File: config.mk
export PLATFORM = sky130hd
export DESIGN_NAME = pipe_ir_chain
export DESIGN_NICKNAME = d
export VERILOG_FILES = /design/src/rtl/pipe_ir_chain.sv
export SDC_FILE = /design/constraint.sdc
export NUM_CORES = 1
export LEC_CHECK = 0
export ABC_AREA = 1
export BUFFER_PORTS_ARGS = -buffer_cell sky130_fd_sc_hd__buf_2
export CAP_MARGIN = 0
export CORE_UTILIZATION = 40
export DETAILED_ROUTE_END_ITERATION = 8
export GPL_ROUTABILITY_DRIVEN = 0
export PLACE_DENSITY = 0.61
export SKIP_CTS_REPAIR_TIMING = 1
export SLEW_MARGIN = 20
export SYNTH_ARGS = -nofsm -noshare
export SYNTH_HDL_FRONTEND = slang
export SYNTH_SLANG_ARGS = --single-unit
File: constraint.sdc
create_clock -name clock -period 3.3 [get_ports clock]
set_input_delay 0 -clock clock [delete_from_list [all_inputs] [get_ports clock]]
set_output_delay 0 -clock clock [all_outputs]
set_load 0.02 [all_outputs]
File: src/rtl/pipe_ir_chain.sv
// Instruction-register chain IR2..IR4 with RAW interlock, STOP freeze and a
// saturating stall-cycle counter. There is no forwarding, so IR3 and IR4 both interlock.
module pipe_ir_chain #(
  parameter logic [7:0]  NOP_INSTR = 8'h0A,
  parameter int unsigned CNT_W     = 16
) (
  input  logic             clock,
  input  logic             reset,
  input  logic [7:0]       ir1_in,
  input  logic             ir1_valid,
  input  logic             ir3_load,
  output logic             stall,
  output logic [7:0]       ir2,
  output logic [7:0]       ir3,
  output logic [7:0]       ir4,
  output logic             ir4_valid,
  output logic             halted,
  output logic [CNT_W-1:0] stall_count
);

  function automatic logic [3:0] reg_bit(input logic [1:0] r);
    return 4'b0001 << r;
  endfunction

  function automatic logic writes(input logic [3:0] op);
    return (op inside {4'h0, 4'h4, 4'h6, 4'h8}) || (op[2:0] == 3'd3) || (op[2:0] == 3'd7);
  endfunction

  function automatic logic [1:0] dest(input logic [7:0] x);
    return (x[2:0] == 3'd7) ? 2'b01 : x[7:6];
  endfunction

  // One bit per architectural register read by the instruction.
  function automatic logic [3:0] srcs(input logic [7:0] x);
    logic [3:0] m;
    m = 4'b0000;
    if (x[3:0] inside {4'h2, 4'h4, 4'h6, 4'h8}) begin
      m = reg_bit(x[7:6]) | reg_bit(x[5:4]);
    end else if (x[3:0] == 4'h0) begin
      m = reg_bit(x[5:4]);
    end else if (x[2:0] == 3'd3) begin
      m = reg_bit(x[7:6]);
    end else if (x[2:0] == 3'd7) begin
      m = 4'b0010;
    end
    return m;
  endfunction

  logic [7:0]       ir2_q, ir2_d, ir3_q, ir3_d, ir4_q, ir4_d;
  logic             v2_q, v2_d, v3_q, v3_d, v4_q, v4_d;
  logic             halted_q, halted_d;
  logic [CNT_W-1:0] cnt_q, cnt_d;
  logic [3:0]       prod_mask;
  logic             hazard, halt_now;

  always_comb begin
    prod_mask = 4'b0000;
    if (v3_q && writes(ir3_q[3:0])) prod_mask = prod_mask | reg_bit(dest(ir3_q));
    if (v4_q && writes(ir4_q[3:0])) prod_mask = prod_mask | reg_bit(dest(ir4_q));
    hazard   = v2_q && ((srcs(ir2_q) & prod_mask) != 4'b0000);
    halt_now = v3_q && !ir3_load;
    stall    = hazard || halt_now || halted_q;
  end

  always_comb begin
    ir2_d    = ir2_q;
    ir3_d    = ir3_q;
    ir4_d    = ir4_q;
    v2_d     = v2_q;
    v3_d     = v3_q;
    v4_d     = v4_q;
    halted_d = halted_q;
    cnt_d    = cnt_q;
    if (halt_now || halted_q) begin
      // Halt takes precedence over a coincident hazard; the counter stays put.
      ir4_d    = NOP_INSTR;
      v4_d     = 1'b0;
      halted_d = 1'b1;
    end else if (hazard) begin
      ir4_d = ir3_q;
      v4_d  = v3_q;
      ir3_d = NOP_INSTR;
      v3_d  = 1'b0;
      if (cnt_q != {CNT_W{1'b1}}) cnt_d = cnt_q + CNT_W'(1);
    end else begin
      ir4_d = ir3_q;
      v4_d  = v3_q;
      ir3_d = ir2_q;
      v3_d  = v2_q;
      ir2_d = ir1_valid ? ir1_in : NOP_INSTR;
      v2_d  = ir1_valid;
    end
  end

  always_ff @(posedge clock) begin
    if (!reset) begin
      ir2_q    <= NOP_INSTR;
      ir3_q    <= NOP_INSTR;
      ir4_q    <= NOP_INSTR;
      v2_q     <= 1'b0;
      v3_q     <= 1'b0;
      v4_q     <= 1'b0;
      halted_q <= 1'b0;
      cnt_q    <= '0;
    end else begin
      ir2_q    <= ir2_d;
      ir3_q    <= ir3_d;
      ir4_q    <= ir4_d;
      v2_q     <= v2_d;
      v3_q     <= v3_d;
      v4_q     <= v4_d;
      halted_q <= halted_d;
      cnt_q    <= cnt_d;
    end
  end

  assign ir2         = ir2_q;
  assign ir3         = ir3_q;
  assign ir4         = ir4_q;
  assign ir4_valid   = v4_q;
  assign halted      = halted_q;
  assign stall_count = cnt_q;

endmodule
### Word level (Yosys, flattened, before mapping)

Index checks and enable logic that the tools add are counted.

* register bits after elaboration: 44

* add/sub/neg operators: 1
* equal/unequal tests: 17
* shift-type cells: 4
* mux-type cells: 11
* bitwise operators: 6
* reduce and logical (&&, ||, !) cells: 22

Operators with widths (count)
* 4-bit by 3-bit == test with 1-bit output (second input constant): 6
* 4-bit two-way mux: 5
* 16-bit by 1-bit adder with 16-bit output (second input constant): 1
* 8-bit two-way mux: 2
* 16-bit inequality test (second input constant): 1
* 4-bit nonzero test: 4
* 1-bit by 2-bit left shift with 4-bit output (first input constant): 4
* 4-bit == test (second input constant): 3
* 4-bit logical NOT: 3
* 3-bit by 2-bit == test with 1-bit output (second input constant): 3
* 3-bit == test (second input constant): 3
* 4-bit OR: 2
* 1-bit logical OR: 7
* 2-bit two-way mux: 3
* 4-bit bitwise AND: 1
* 4-bit by 2-bit == test with 1-bit output (second input constant): 1
* 1-bit logical AND: 4
* 1-bit inverter: 3
* 3-bit AND reduction: 1
* 2-bit AND reduction: 1
* 2-bit OR reduction: 1
* 1-bit logical NOT: 1
* 1-bit two-way mux: 1

### Depth between registers and ports, before layout

Gate-level depths: netlist of the first run.

* depth in word-level cells: 13
* mapped depth: 15
* gate-level depth less buffers: 15

### Worst setup path before layout of the first run

No wires, ideal clock.

* path kind: reg2reg
* start point: register cnt_q[0] (netlist: stall_count[0])
* end point: register cnt_q[10] (netlist: stall_count[10])
* library setup time: 72 ps
* arrival time: 1722 ps
* required time: 3228 ps
* setup slack: 1506 ps
* cell stages (with the launch flop): 9
* cell sequence: dfxtp_1 -> ha_1 -> nand4_1 -> nor2_1 -> a41oi_2 -> nand2_4 -> buf_6 -> nand2_1 -> a21oi_1

* longest elaborated chain between the ends: 2
* elaborated cells between the ends (all ways): 3

Ends and longest elaborated chain
* start, declared: RTL line 52 `logic [CNT_W-1:0] cnt_q, cnt_d;`
* start signal, assigned: RTL line 113 `cnt_q <= cnt_d;`
* parallel branches: the longest is 2 deep, another holds 16-bit by 1-bit adder with 16-bit output

Several ways; the timed one is not identified.
A chain may end at the register's enable or synchronous reset.

### Worst setup path in the final report of the first run

* start point: register v3_q
* end point: register cnt_q[1] (netlist: stall_count[1])

* longest elaborated chain between the ends: 8
* elaborated cells between the ends (all ways): 11

Ends and longest elaborated chain
* start, declared: RTL line 50 `logic v2_q, v2_d, v3_q, v3_d, v4_q, v4_d;`
* start signal, assigned: RTL line 110 `v3_q <= v3_d;`
* 1-bit logical AND: RTL line 58 `if (v3_q && writes(ir3_q[3:0])) prod_mask = prod_mask | reg_bit(dest(ir3_q));`
* 4-bit two-way mux: RTL line 58
* 4-bit OR: RTL line 59 `if (v4_q && writes(ir4_q[3:0])) prod_mask = prod_mask | reg_bit(dest(ir4_q));`
* 4-bit two-way mux: RTL line 59
* 4-bit bitwise AND: RTL line 60 `hazard = v2_q && ((srcs(ir2_q) & prod_mask) != 4'b0000);`
* 4-bit nonzero test: RTL line 60
* 1-bit logical AND: RTL line 60
* 3-bit AND reduction (no line) (*)

Mark *: on every way between the ends. The rest lies on a longest branch, timed or not.

==> results of run 1 <==
[flip-flops by register name, summed over array words and instances, names as in the netlist]
signal,count
ir3,8
ir4,8
halted,1
stall_count,16
ir4_valid,1
ir2,8
v2_q,1
v3_q,1
[per-layer routing]
metal,vias up,track usage
met5,-,0
li1,1230,-
met3,7,0.0297
met4,0,0.0696
met2,50,0.267
met1,1014,0.237
[layout make-up]
| cell class | count | area (µm²) | share of cell area |
|---|---|---|---|
| well taps | 75 | 93.8 | 0.0334 |
| flip-flops and latches | 44 | 881 | 0.313 |
| multi-input cells | 247 | 1270 | 0.452 |
| clock inverters | 2 | 10.0 | 0.00356 |
| clock buffers | 6 | 82.6 | 0.0294 |
| inverters | 52 | 195 | 0.0694 |
| repair buffers | 55 | 278 | 0.0988 |
[synth_stat cells]
cell,n,share of area
nand2_1,95,0.15
inv_1,45,0.070
nand3_1,45,0.093
dfxtp_1,44,0.36
nor2_1,31,0.048
a21oi_1,16,0.033
nand4_1,11,0.028
xor2_1,9,0.032
o21ai_0,6,0.012
o22ai_2,6,0.031
clkbuf_1,5,0.0077
inv_2,5,0.0077
xnor2_1,5,0.018
nand2_2,3,0.0077
nand2_4,3,0.014
nand3_2,3,0.012
nor3_1,3,0.0062
a21oi_2,2,0.0072
buf_2,2,0.0041
buf_6,2,0.0093
clkinv_1,2,0.0031
nor2_2,2,0.0052
a41oi_2,1,0.0067
buf_1,1,0.0015
buf_4,1,0.0031
buf_8,1,0.0062
ha_1,1,0.0052
o21ai_1,1,0.0021
o21ai_4,1,0.0067
o21bai_1,1,0.0031
o22ai_1,1,0.0026
or2_1,1,0.0026
[through the flow]
step | cells | hold slack, ns
after detailed placement | 473 | 0.323
after CTS | 481 | 0.00701
after global placement | 473 | 0.320
after global routing | 481 | 0.0372
final | 481 | 0.0151
after floorplan | 355 | 0.224
[critical path: cells and delay by family (launching register included)]
| family | cells | cell delay, ns |
|---|---|---|
| flops | 1 | 0.36 |
| compound gates | 2 | 0.65 |
| buf+inv | 1 | 0.07 |
| simple gates | 5 | 0.94 |
[worst paths after layout]
path / slack [ns] / to / cells after the start / start
setup / recovery: 1.17 / stall_count[1] / 8 / v3_q
hold / removal: 0.02 / ir2[3] / 5 / ir1_in[3]
setup reg to reg: 1.17 / stall_count[1] / 8 / v3_q
hold reg to reg: 0.48 / ir4[4] / 2 / ir3[4]
[report_power, final]
group          switching (µW)  internal (µW)
clock                     184            167
sequential               19.6            545
combinational            87.1           41.9
[cells by family after synthesis]
family / share of synthesized area
AOI/OAI and AO/OA: 0.105
xor gates and xnor gates: 0.0505
adders and majority gates: 0.00516
buffers and inverters: 0.112
DFF: 0.363
and+or+nand+nor: 0.364
==> out/results.tsv, run 1 <==
stage	metric	value	unit
routing	wire_per_inst	11.3	µm
critical_path	path_common_cell	nor2_1	
final_layout	syn2layout_area_growth	15.9	%
clock_tree	clock_path_buffers	2	
critical_path	start_kind	flip-flop	
critical_path	cp_slowest_cell	nor2_2	
clock_tree	cts_tree	built	
clock_tree	clockRootBuffer	clkbuf_8	
critical_path	cp.arrival	2.32	ns
clock_tree	clk_latency	0.29	ns
critical_path	worst_path_largest_cell_delay	0.50	ns
final_layout	diodes	0	
timing	max_freq	470	MHz
floorplan	die_area	6380	µm²
placement	dp_hpwl	3990	µm
routing	firstDrtPassIters	4	
routing	detail_route.iter0.violations	85	
global_routing	grtUsageTotal	0.173	
routing	top_layer	met4	
timing	slew_headroom	0.564	
synthesis	syn_avg_cell_area	6.83	µm²
power_and_ir_drop	p_leak	0.00139	µW
power_and_ir_drop	powerDensity	372	nW/µm²
routing	antenna_left	0	
final_layout	fin_area	2810	µm²
floorplan	placementRows	28	
synthesis	synth_nets	368	
critical_path	cp_cell_sequence	inv_2 -> nor2_1 -> nor2_2 -> nand2_1 -> a41oi_2 -> nand2_4 -> o21ai_0 -> nor2_1	
global_routing	grt_start_max_net_pins	26	
final_layout	fin_util	0.478	
job	cap_viol_max_count	0	
synthesis	synthCells	355	
clock_tree	numCtsBuffers	5	
clock_tree	htreeDepth	2	
timing	fin_crit	2.13	ns
synthesis	yosys_warnings	0	
critical_path	worstPathMaxFanout	17	
timing	timing.final.ws_setup	1.17	ns
final_layout	drive_gt1_frac	0.219	
floorplan	num_io_pins	55	
timing	finalSetupViolCount	0	
global_routing	grt_antenna_before_repair	0	
routing	route.met3.wl	245	µm
routing	routed_wl	5420	µm
routing	wl_met1	2770	µm
final_layout	nets	418	
global_routing	grt-ovfl-total	0	
critical_path	end_kind	flip-flop	
power_and_ir_drop	finalPower	1050	µW
floorplan	die_height	79.9	µm
final_layout	final_common_cell	nand2_1	
synthesis	synth_seq_cells	44	
global_routing	grt_pass1_vias	1921	
timing	hold_viol	0	
routing	drc	0	
placement	dpl_cell_area	2720	µm²
floorplan	core-area	5890	µm²
status	status	complete, no violations	
routing	wl_met2	2320	µm
final_layout	most-common-layout-cells	nand2_1 (95), buf_2 (54), inv_1 (45), nand3_1 (45), dfxtp_1 (44)	
timing	rsz0062_at_grt	false	
synthesis	syn-cell-area	2430	µm²
worst_hold_path	min_path_type	input port to flip-flop	
timing	fin_skew	0.00253	ns
placement	numPortBuffers	54	
critical_path	crit_required	3.49	ns
routing	vias_per_cell	4.78	
clock_tree	path_clk_slew	0.08	ns
power_and_ir_drop	vdd_drop_max	0.165	mV
placement	post-place-ws	1.19	ns
critical_path	timing_worst_setup_path_type	flip-flop to flip-flop	
global_routing	grt_pass1_wl	8690	µm
timing	slew_violations	0	
floorplan	start_util	0.412	
timing	setup_tns	0	ns
final_layout	fillers	623	
routing	vias	2301	
timing	period_share	0.645	
clock_tree	cts.sinks	44	
synthesis	ys_seq_area_frac	0.363	
timing	worst_slew_pin_slew	0.653	ns
synthesis	ys_types	32	
floorplan	die_w	79.9	µm
Note: power is estimated with default switching activity, not from simulation.
==> run 2: changes to the inputs <==
- clock period: 3.3 -> 2 ns (I/O delays scaled with it)
==> run 2 against run 1 <==
Net effect:
- total power rose by 67%
- core utilization is 2.5 points higher
- highest routed layer unchanged
- flip-flop and latch count is the same
- sequential power rose by 65%
- combinational power is 78% higher
- count of clock-buffer cells in the layout unchanged
- largest cell class unchanged
- design area rose by 5.2%
- die area unchanged
==> out/results.tsv, run 2 (synthesis gave the netlist of run 1 again) <==
stage	metric	value	unit	change
critical_path	cp_slowest_cell	dfxtp_1		
timing	worst_slew_pin_slew	0.332	ns	-0.321 ns
status	status	complete, no violations		
floorplan	num_io_pins	55		unchanged
floorplan	placementRows	28		unchanged
timing	rsz0062_at_grt	false		
clock_tree	clock_path_buffers	2		unchanged
clock_tree	clockRootBuffer	clkbuf_8		
final_layout	fin_area	2960	µm²	+5.2%
final_layout	nets	432		+3.3%
job	cap_viol_max_count	0		unchanged
placement	dp_hpwl	4020	µm	+0.82%
critical_path	worstPathMaxFanout	17		unchanged
worst_hold_path	hp-start	ir1_in[3]		
final_layout	fillers	587		-5.8%
final_layout	fin_cells	495		+2.9%
critical_path	worst_path_largest_cell_delay	0.41	ns	-0.09 ns
timing	fin_skew	0.00818	ns	+0.00565 ns
critical_path	crit_buf_inv	1		unchanged
global_routing	grt_start_max_net_pins	25		-3.8%
worst_hold_path	hold_path_end	ir2[3]		
global_routing	grt_pass1_vias	1975		+2.8%
timing	max_freq	544	MHz	
final_layout	most-common-layout-cells	nand2_1 (95), buf_2 (54), inv_1 (45), nand3_1 (45), dfxtp_1 (39)		
final_layout	regArea	887	µm²	+0.71%
power_and_ir_drop	p_leak	0.00148	µW	+6.0%
global_routing	grt_antenna_before_repair	0		unchanged
power_and_ir_drop	powerDensity	591	nW/µm²	+59%
clock_tree	numCtsBuffers	5		unchanged
routing	firstDrtPassIters	5		+1
critical_path	end_kind	output port		
timing	slew_violations	0		unchanged
critical_path	path_common_cell	nand2_1		
worst_hold_path	min_path_type	input port to flip-flop		
critical_path	crit_required	2.00	ns	-1.49 ns
critical_path	start_kind	flip-flop		
timing	slew_headroom	0.778		+0.214
timing	period_share	0.919		
floorplan	die_area	6380	µm²	unchanged
critical_path	critPathTopFamily	simple AND/OR/NAND/NOR gates		
placement	post-place-ws	0.154	ns	-1.03 ns
global_routing	grt-ovfl-total	0		unchanged
timing	hold_viol	0		unchanged
critical_path	timing_worst_setup_path_type	flip-flop to output port		
final_layout	largest_reg_flops	16		unchanged
routing	detail_route.iter0.violations	93		+9.4%
timing	finalSetupViolCount	0		unchanged
timing	setup_tns	0	ns	unchanged
clock_tree	clk_latency	0.30	ns	about the same
clock_tree	htreeDepth	2		unchanged
worst_hold_path	min_delay_path_depth	5		unchanged
routing	wire_per_inst	11.2	µm	-0.62%
final_layout	final_common_cell	nand2_1		
critical_path	reg2reg_from	ir2[3]		
timing	timing.final.ws_setup	0.162	ns	-1.01 ns
floorplan	die_w	79.9	µm	unchanged
placement	dpl_cell_area	2800	µm²	+3.0%
power_and_ir_drop	vdd_drop_max	0.310	mV	+88%
global_routing	grtUsageTotal	0.183		+0.00980
clock_tree	cts.sinks	44		unchanged
final_layout	syn2layout_area_growth	22.0	%	
floorplan	start_util	0.412		unchanged
critical_path	rr_worst_depth	14		+6
timing	fin_crit	1.84	ns	
global_routing	grt_pass1_wl	9050	µm	+4.2%
final_layout	diodes	0		unchanged
clock_tree	cts_tree	built		
routing	vias_per_cell	4.69		-1.9%
routing	antenna_left	0		unchanged
placement	numPortBuffers	54		unchanged
floorplan	die_height	79.9	µm	unchanged
routing	drc	0		unchanged
clock_tree	path_clk_slew	0.09	ns	about the same
critical_path	cp_cell_sequence	nand3_1 -> nand2_1 -> nor2_1 -> nand3_1 -> nand2_1 -> nand2_1 -> nand2_2 -> o21ai_4 -> nand2_8 -> buf_2		
floorplan	core-area	5890	µm²	unchanged
critical_path	timing.rr.end	stall_count[15]		
routing	vias	2323		+0.96%
final_layout	multi_input_area	1280	µm²	+0.88%
critical_path	cp.arrival	1.84	ns	-0.48 ns
routing	routed_wl	5540	µm	+2.3%
final_layout	drive_gt1_frac	0.260		+0.0403
critical_path	r2r_slack	0.25	ns	-0.92 ns
placement	placed_cells	484		+2.3%
run 2: per-layer routing:
metal | share of wire | wire length (µm) | up-vias | track usage
li1 | - | - | 1255 | -
met1 | 0.52 | 2900 | 1018 | 0.257
met2 | 0.42 | 2340 | 48 | 0.273
met3 | 0.047 | 258 | 2 | 0.0423
met4 | 0.0072 | 40 | 0 | 0.0589
met5 | 0 | 0 | - | 0
run 2: where the power goes:
part | leakage [µW] | total, µW | switching (µW) | internal [µW]
clock network | 0.0000510 | 588 | 312 | 276
registers | 0.000359 | 930 | 29.0 | 901
logic | 0.00107 | 230 | 150 | 80.0
run 2: worst register-to-register path, delay by kind of cell (launching register included):
kind                   cells  cell delay, ns
AOI/OAI and AO/OA          1            0.06
buffers and inverters      3            0.33
DFF                        1            0.45
and+or+nand+nor           10            0.81
run 2: final cells by class:
class	instances	share of cell area
Clock buffer	6	0.0279
Clock inverter	2	0.00338
Tap cell	75	0.0317
Inverter	52	0.0659
Multi-Input combinational cell	247	0.434
Sequential cell	44	0.300
Timing Repair Buffer	69	0.138
run 2: how the worst max path moves through the flow:
stage	cells past startpoint	end	slack, ns	from
4_1_cts	11	stall	0.02	ir2[0]
3_3_place_gp	13	stall_count[1]	0.18	ir2[0]
6_report	10	stall	0.16	ir3[1]
2_1_floorplan	8	stall_count[10]	0.21	stall_count[0]
5_1_grt	11	stall	0.01	ir3[2]
3_5_place_dp	8	stall_count[1]	0.15	stall_count[0]
run 2: metrics by stage:
| stage | util | hold slack [ns] | total power (µW) |
|---|---|---|---|
| floorplan | - | 0.224 | 1110 |
| finish | 0.503 | 0.00573 | 1750 |
| global placement | 0.476 | 0.311 | 1180 |
| CTS | 0.492 | 0.000475 | 1760 |
| global route | 0.503 | 0.0403 | 1830 |
| detailed placement | 0.476 | 0.316 | 1180 |
==> run 3: changes to the inputs <==
- PLACE_DENSITY: 0.61 -> 0.59
==> run 3 against run 2 <==
Net effect:
- sequential power hardly changed
- design area fell by 1.9%
- register-to-register slack got worse by 0.05 ns
- largest power group unchanged
==> out/results.tsv, run 3 (synthesis gave the netlist of run 1 again) <==
stage	metric	value	unit	change
placement	placed_cells	483		-0.21%
global_routing	grt_antenna_before_repair	0		unchanged
placement	dp_hpwl	4000	µm	-0.70%
routing	firstDrtPassIters	5		unchanged
routing	vias	2292		-1.3%
critical_path	timing.rr.end	stall_count[1]		
timing	fin_crit	1.85	ns	+0.0133 ns
final_layout	syn2layout_area_growth	19.7	%	
critical_path	worstPathMaxFanout	17		unchanged
timing	timing.final.ws_setup	0.149	ns	-0.0133 ns
timing	worst_slew_pin_slew	0.326	ns	-0.00625 ns
placement	dpl_cell_area	2800	µm²	-0.27%
critical_path	timing_worst_setup_path_type	flip-flop to output port		
final_layout	diodes	0		unchanged
clock_tree	htreeDepth	2		unchanged
floorplan	num_io_pins	55		unchanged
floorplan	die_w	79.9	µm	unchanged
final_layout	fin_cells	491		-0.81%
timing	finalSetupViolCount	0		unchanged
placement	post-place-ws	0.151	ns	-0.00292 ns
power_and_ir_drop	power_frac_clock	0.334		-0.002
power_and_ir_drop	vdd_drop_max	0.297	mV	-4.1%
critical_path	rr_worst_depth	8		-6
global_routing	grt_pass1_vias	1992		+0.86%
power_and_ir_drop	p_leak	0.00144	µW	-2.1%
final_layout	regArea	886	µm²	-0.14%
routing	antenna_left	0		unchanged
clock_tree	cts_tree	built		
power_and_ir_drop	power.switching	484	µW	-1.4%
floorplan	placementRows	28		unchanged
clock_tree	clock_path_buffers	2		unchanged
global_routing	grt_start_max_net_pins	25		unchanged
clock_tree	clk_latency	0.29	ns	about the same
power_and_ir_drop	seqPwrFrac	0.535		+0.003
critical_path	end_kind	output port		
clock_tree	clockRootBuffer	clkbuf_8		
floorplan	start_util	0.412		unchanged
status	status	complete, no violations		
clock_tree	cts.sinks	44		unchanged
final_layout	multi_input_area	1280	µm²	unchanged
routing	routed_wl	5470	µm	-1.2%
job	cap_viol_max_count	0		unchanged
timing	max_freq	540	MHz	-0.72%
final_layout	drive_gt1_frac	0.250		-0.00952
routing	vias_per_cell	4.67		-0.53%
final_layout	largest_reg_flops	16		unchanged
timing	fin_skew	0.00731	ns	-0.000877 ns
timing	hold_viol	0		unchanged
power_and_ir_drop	switching_share	0.278		-0.00249
global_routing	grt_pass1_wl	9070	µm	+0.15%
critical_path	cp.arrival	1.85	ns	about the same
critical_path	crit_required	2.00	ns	about the same
global_routing	grtUsageTotal	0.178		-0.00414
timing	slew_headroom	0.782		+0.00418
final_layout	fin_area	2900	µm²	-1.9%
final_layout	most-common-layout-cells	nand2_1 (95), buf_2 (54), inv_1 (45), nand3_1 (45), dfxtp_1 (40)		
power_and_ir_drop	powerDensity	599	nW/µm²	+1.4%
critical_path	crit_path_start	ir3[1]		
global_routing	grt-ovfl-total	0		unchanged
timing	rsz0062_at_grt	false		
critical_path	endpoint	stall		
final_layout	nets	428		-0.93%
worst_hold_path	min_path_type	input port to flip-flop		
final_layout	final_common_cell	nand2_1		
routing	detail_route.iter0.violations	103		+11%
timing	period_share	0.926		+0.00664
routing	wire_per_inst	11.1	µm	-0.44%
placement	numPortBuffers	54		unchanged
floorplan	die_area	6380	µm²	unchanged
floorplan	die_height	79.9	µm	unchanged
clock_tree	numCtsBuffers	5		unchanged
power_and_ir_drop	internal_power	1260	µW	-0.18%
critical_path	start_kind	flip-flop		
critical_path	r2r_slack	0.20	ns	-0.05 ns
clock_tree	path_clk_slew	0.08	ns	about the same
power_and_ir_drop	pwr-share-comb	0.131		about the same
routing	drc	0		unchanged
timing	slew_violations	0		unchanged
floorplan	core-area	5890	µm²	unchanged
critical_path	reg2reg_from	stall_count[0]		
final_layout	fillers	610		+3.9%
==> run 3: through the flow <==
| step | power, µW | hold WS (ns) | TNS, ns | utilization |
|---|---|---|---|---|
| after floorplan | 1110 | 0.224 | 0 | - |
| after global placement | 1170 | 0.313 | 0 | 0.475 |
| after detailed placement | 1180 | 0.317 | 0 | 0.475 |
| after CTS | 1760 | 0.00311 | -0.0148 | 0.491 |
| after global routing | 1820 | 0.0426 | 0 | 0.493 |
| final | 1740 | 0.0105 | 0 | 0.493 |
==> run 3: final cells by class <==
cell class                 count  area share
clock buffer                   6      0.0284
multi-input combinational    247       0.442
sequential                    44       0.305
timing repair buffer          65       0.121
inverter                      52      0.0672
clock inverter                 2     0.00345
tap                           75      0.0323
==> run 3: worst min-delay path by stage <==
stage | startpoint | endpoint | slack, ns | depth (start not counted)
5_1_grt | ir1_in[7] | ir2[7] | 0.04 | 5
3_3_place_gp | ir1_in[3] | ir2[3] | 0.31 | 5
6_report | ir1_in[3] | ir2[3] | 0.01 | 5
3_5_place_dp | ir1_in[3] | ir2[3] | 0.32 | 5
4_1_cts | ir1_in[3] | ir2[3] | 0.003 | 5
2_1_floorplan | ir1_in[1] | ir2[1] | 0.22 | 4
==> run 3: power by group through the flow <==
stage | combinational, µW | sequential (µW) | clock, µW
final | 227 | 931 | 581
after global routing | 254 | 935 | 634
after CTS | 227 | 930 | 602
after detailed placement | 226 | 951 | 0
after global placement | 225 | 950 | 0
after floorplan | 136 | 972 | 0
==> run 3: worst max-delay path, stage by stage (launching register included) <==
cell	delay, ns
dfxtp_1	0.41
nand3_1	0.15
nand2_1	0.11
nor2_1	0.04
nand3_1	0.07
nand2_1	0.06
nand2_1	0.08
nand2_2	0.07
o21ai_4	0.22
nand2_8	0.14
buf_2	0.19
==> run 3: routing by layer <==
layer  vias to the layer above  global-route usage  part of all wire  wire length, µm
met5                         -                   0                 0                0
met4                         0              0.0429            0.0071               39
met3                         4              0.0377             0.040              218
met2                        44               0.268              0.42             2280
met1                       993               0.257              0.54             2930
li1                       1251                   -                 -                -
